**config.mk**
```make
export PLATFORM = sky130hd
export DESIGN_NAME = guvm_wb_arbiter
export DESIGN_NICKNAME = d
export VERILOG_FILES = /design/src/rtl/guvm_wb_arbiter.sv
export SDC_FILE = /design/constraint.sdc
export NUM_CORES = 1
export LEC_CHECK = 0
export BUFFER_PORTS_ARGS = -buffer_cell sky130_fd_sc_hd__buf_2
export CORE_AREA = 8 8 355 357
export DETAILED_ROUTE_END_ITERATION = 8
export DIE_AREA = 0 0 363 365
export HOLD_SLACK_MARGIN = 0.1
export PLACE_DENSITY = 0.3
export SETUP_SLACK_MARGIN = 0.5
export SLEW_MARGIN = 20
export SYNTH_ARGS = -nofsm -noshare
export SYNTH_HDL_FRONTEND = slang
export SYNTH_SLANG_ARGS = --single-unit
export TNS_END_PERCENT = 1
```
**constraint.sdc**
```tcl
create_clock -name i_clk -period 2.6 [get_ports i_clk]
set_input_delay 0.26 -clock i_clk [delete_from_list [all_inputs] [get_ports i_clk]]
set_output_delay 0.26 -clock i_clk [all_outputs]
set_load 0.01 [all_outputs]
```
**src/rtl/guvm_wb_arbiter.sv**
```systemverilog
// rtl/guvm_wb_arbiter.sv - two-master round-robin Wishbone arbiter with per-transfer ack watchdog
module guvm_wb_arbiter #(
    parameter int TIMEOUT_CYCLES = 64
) (
    input  logic         i_clk,
    input  logic         i_rst_n,

    input  logic [31:0]  i_m0_wb_adr,
    input  logic [15:0]  i_m0_wb_sel,
    input  logic         i_m0_wb_we,
    input  logic [127:0] i_m0_wb_dat,
    input  logic         i_m0_wb_cyc,
    input  logic         i_m0_wb_stb,
    output logic [127:0] o_m0_wb_dat,
    output logic         o_m0_wb_ack,
    output logic         o_m0_wb_err,

    input  logic [31:0]  i_m1_wb_adr,
    input  logic [15:0]  i_m1_wb_sel,
    input  logic         i_m1_wb_we,
    input  logic [127:0] i_m1_wb_dat,
    input  logic         i_m1_wb_cyc,
    input  logic         i_m1_wb_stb,
    output logic [127:0] o_m1_wb_dat,
    output logic         o_m1_wb_ack,
    output logic         o_m1_wb_err,

    output logic [31:0]  o_wb_adr,
    output logic [15:0]  o_wb_sel,
    output logic         o_wb_we,
    output logic [127:0] o_wb_dat,
    output logic         o_wb_cyc,
    output logic         o_wb_stb,
    input  logic [127:0] i_wb_dat,
    input  logic         i_wb_ack,
    input  logic         i_wb_err,

    output logic [1:0]   o_grant,
    output logic         o_timeout
);

    localparam int WD_W = $clog2(TIMEOUT_CYCLES) + 1;
    localparam logic [WD_W-1:0] WD_LAST = WD_W'(TIMEOUT_CYCLES - 1);
    localparam bit WD_ENABLED = (TIMEOUT_CYCLES != 0);

    typedef enum logic [1:0] {
        S_IDLE       = 2'd0,
        S_OWN        = 2'd1,
        S_ABORT_ERR  = 2'd2,
        S_ABORT_WAIT = 2'd3
    } state_t;

    state_t          state;
    logic            own;
    logic            last;
    logic [WD_W-1:0] wd;

    logic [31:0]     own_adr;
    logic [15:0]     own_sel;
    logic            own_we;
    logic [127:0]    own_dat;
    logic            own_cyc;
    logic            own_stb;
    logic            slv_rsp;
    logic            expire;
    logic            winner;
    logic            in_own;
    logic            in_abort_err;

    always_comb begin
        own_adr = own ? i_m1_wb_adr : i_m0_wb_adr;
        own_sel = own ? i_m1_wb_sel : i_m0_wb_sel;
        own_we  = own ? i_m1_wb_we  : i_m0_wb_we;
        own_dat = own ? i_m1_wb_dat : i_m0_wb_dat;
        own_cyc = own ? i_m1_wb_cyc : i_m0_wb_cyc;
        own_stb = own ? i_m1_wb_stb : i_m0_wb_stb;
    end

    assign slv_rsp = i_wb_ack | i_wb_err;
    // An ack/err arriving on the last allowed cycle still completes the transfer.
    assign expire  = WD_ENABLED && own_stb && !slv_rsp && (wd == WD_LAST);
    // On a tie the master that did not win last time takes the bus.
    assign winner  = (i_m0_wb_cyc & i_m1_wb_cyc) ? ~last : i_m1_wb_cyc;

    assign in_own       = (state == S_OWN);
    assign in_abort_err = (state == S_ABORT_ERR);

    always_comb begin
        o_wb_adr    = in_own ? own_adr : 32'd0;
        o_wb_sel    = in_own ? own_sel : 16'd0;
        o_wb_we     = in_own & own_we;
        o_wb_dat    = in_own ? own_dat : 128'd0;
        o_wb_cyc    = in_own & own_cyc;
        o_wb_stb    = in_own & own_stb;

        o_m0_wb_ack = in_own & ~own & i_wb_ack;
        o_m1_wb_ack = in_own &  own & i_wb_ack;
        o_m0_wb_err = ((in_own & i_wb_err) | in_abort_err) & ~own;
        o_m1_wb_err = ((in_own & i_wb_err) | in_abort_err) &  own;

        o_m0_wb_dat = (state == S_IDLE) ? 128'd0 : i_wb_dat;
        o_m1_wb_dat = (state == S_IDLE) ? 128'd0 : i_wb_dat;

        o_grant     = (state == S_IDLE) ? 2'b00 : {own, ~own};
        o_timeout   = in_abort_err;
    end

    always_ff @(posedge i_clk or negedge i_rst_n) begin
        if (!i_rst_n) begin
            state <= S_IDLE;
            own   <= 1'b0;
            last  <= 1'b1;
            wd    <= '0;
        end else begin
            case (state)
                S_IDLE: begin
                    wd <= '0;
                    if (i_m0_wb_cyc | i_m1_wb_cyc) begin
                        own   <= winner;
                        last  <= winner;
                        state <= S_OWN;
                    end
                end
                S_OWN: begin
                    if (!own_stb || slv_rsp) begin
                        wd <= '0;
                    end else begin
                        wd <= wd + WD_W'(1);
                    end
                    // A cyc drop takes priority over a simultaneous watchdog expiry.
                    if (!own_cyc) begin
                        state <= S_IDLE;
                    end else if (expire) begin
                        state <= S_ABORT_ERR;
                    end
                end
                S_ABORT_ERR: begin
                    wd    <= '0;
                    state <= own_cyc ? S_ABORT_WAIT : S_IDLE;
                end
                S_ABORT_WAIT: begin
                    wd <= '0;
                    if (!own_cyc) begin
                        state <= S_IDLE;
                    end
                end
                default: begin
                    wd    <= '0;
                    state <= S_IDLE;
                end
            endcase
        end
    end

endmodule
```
==> impl_metrics.ini <==
[status]
outcome = complete, no violations

[power_and_ir_drop]
power_leakage_uw = 0.00624
power_uw = 10800
ir_worst_vdd_mv = 0.442
p_per_area_nw_per_um2 = 955

[sta]
finClkSkew_ns = 0.000516
worstMarginPinSlew_ns = 0.609
slew_violations = 0
fin_hold_ws_ns = 0.247
finalCritPeriodShare_pct = 82.6
final_hold_viol_count = 0
rsz0062_at_grt = true
max_freq_ghz = 0.466
post-route-min-period_ns = 2.15
tns_ns = 0
setup_violations = 0
slew_headroom_pct = 58.3

[worst_setup_path]
worstSetupStartpointType = flop
r2r_setup_slack_ns = 0.77
end_kind = primary output
r2r-start = state[1]$_DFFE_PN0P_
cp_data_arrival_time_ns = 1.89
crit_start = own$_DFFE_PN0P_
critPathMaxFanout = 26
timing.rr.end = wd[6]$_DFF_PN0_
setup.worst_path.class = flop to primary output
r2r_cells = 3
critical-path-max-stage-delay_ns = 0.58
crit_required_ns = 2.34
crit_end = o_wb_dat[22]
cp_cell_sequence = buf_12, mux2i_1, nor2_1, buf_2
cp_slowest_cell = mux2i_1

[synth]
ys_types = 32
synth_cells = 731
synth_top_area_share_pct = 35.0
seq_area_frac_synth_pct = 5.43
synth_area_um2 = 5090
yosysTopAreaCell = mux2i_1
yosys-top-cells-area = mux2i_1, buf_4, nor2b_1, nor2_1, dfrtp_1
syn_nets = 1222
synth_seq_cells = 11
avgSynthCellArea_um2 = 6.96
yosys_warnings = 0

[clocking]
clk_pin_slew_ns = 0.04
clkSinkCount = 11
clock_path_buffers = 2
cts_tree = yes
htree_num_levels = 1
root_buffer = clkbuf_16
clock_latency_ns = 0.24
numCtsBuffers = 3

[placement]
place_inst = 3141
port_buffers = 931
dpl.hpwl_mm = 61.0
place_congestion = 0.910

[grt]
grtUsageTotal_pct = 9.03
grt_pass1_vias = 8545
grt_pass1_wl_mm = 81.7
antenna_found_initial = 25
grt_max_degree = 77
grt-ovfl-total = 0

[floorplanning]
num_rows = 128
die_y_um = 365
fp.coreArea_um2 = 121000
dieArea_um2 = 132000
io_pins = 932
die-width_um = 363
initial_utilization_pct = 4.22

[route]
drt_first_pass_iters = 4
antenna_left = 0
drtIter0Drc = 374
drc_errors = 0
via_count = 8129
wl_mm = 66.1
via_per_inst = 2.58
routedWlPerCell_um = 20.9

[job]
cap_violations = 0

[cells_and_area]
fin_nets = 2019
stdcell_count = 3155
area_growth_syn_to_layout_pct = 122
fin_util_pct = 9.38
drive_above_1_share_pct = 66.5

[min_path]
hold_class = input port to flop
## sequential cells by signal, indices dropped and copies added (netlist names)
register and count:
own 1, wd 7, last 1, state 2
## cell families after synthesis
kind of cell	after synthesis	synth area share (%)
buf+inv	185	24.5
simple gates	339	32.6
compound gates	13	1.57
flops	11	5.43
fa+ha+maj	1	0.246
xor+xnor	3	0.516
mux	179	35.2
## power by group
group | internal, uW | switching [uW] | total (uW)
clock network | 206 | 75.9 | 282
registers | 211 | 77.7 | 289
logic | 3840 | 6400 | 10200
## critical path, delay by kind of cell, from the launching register on
kind,cells,cell delay [ns]
buffers and inverters,2,0.40
flip-flops,1,0.52
multiplexers,1,0.58
AND/OR/NAND/NOR,1,0.08
## final cells by class
class / instances / area, um^2
Clock buffer: 4 / 78.8
Tap cell: 1625 / 2030
Fill cell: 14300 / 109000
Timing Repair Buffer: 975 / 5180
Multi-Input combinational cell: 536 / 3730
Sequential cell: 11 / 283
Inverter: 1 / 3.75
Antenna cell: 3 / 7.51
## per-layer routing
metal	wire, um	track usage (%)	up-vias
li1	-	-	3844
met1	29800	12.2	3732
met2	30100	14.8	508
met3	5660	2.66	37
met4	429	0.582	8
met5	48	0	-
## repair_timing
item | 4_1_cts | 5_1_grt
gates resized for setup | 23 | 16
endpoints found under the setup margin | 139 | 102
setup buffers | 4 | 0
hold endpoints to repair | 10 | 0
hold buffers | 1 | 0
gates cloned | 1 | 1
## cell usage in the layout (no fill, tap or decap), types with 3 or more instances in the layout
cell type,instances
nor2_1,178
mux2i_1,159
clkbuf_16,4
nor2b_1,131
a21oi_1,4
nand3_1,3
nand2_1,6
o21ai_0,3
diode_2,3
dfrtp_1,7
nor2_2,8
buf_12,11
buf_2,929
buf_4,29
mux2i_2,12
mux2i_4,7
buf_6,3
## through the flow
step | setup WS [ns] | area (um^2)
CTS | 0.351 | 11200
detailed placement | 0.264 | 11000
floorplan | 1.06 | 5090
global placement | 0.327 | 11000
global route | 0.379 | 11300
finish | 0.453 | 11300
## worst min path at each step
stage	slack, ns	to	from	depth (start not counted)
3_5_place_dp	0.16	own$_DFFE_PN0P_	i_rst_n	1
5_1_grt	0.25	last$_DFFE_PN1P_	i_m0_wb_cyc	2
3_3_place_gp	0.16	wd[6]$_DFF_PN0_	i_rst_n	1
4_1_cts	0.24	last$_DFFE_PN1P_	i_m0_wb_cyc	2
2_1_floorplan	-0.04	own$_DFFE_PN0P_	i_rst_n	0
6_report	0.25	last$_DFFE_PN1P_	i_m0_wb_cyc	2
## synthesized netlist by cell type
cell type / number
nor4_1: 1
inv_1: 1
nand2b_4: 1
buf_4: 130
and2_1: 1
and3_1: 1
mux2i_1: 178
nand2b_1: 2
o22ai_1: 1
clkbuf_1: 14
nand3_1: 3
o21ai_0: 3
or2_1: 1
xor2_1: 2
dfstp_2: 1
a31oi_1: 2
nor2b_1: 132
or3_1: 2
buf_6: 2
nor2_1: 181
o41ai_1: 1
buf_2: 38
nand2_1: 6
xnor2_1: 1
nor2_2: 6
mux2_2: 1
dfrtp_1: 10
a21oi_2: 2
or2_2: 1
ha_1: 1
nand3b_1: 1
a21oi_1: 4
(Power assumes the default switching activity.)
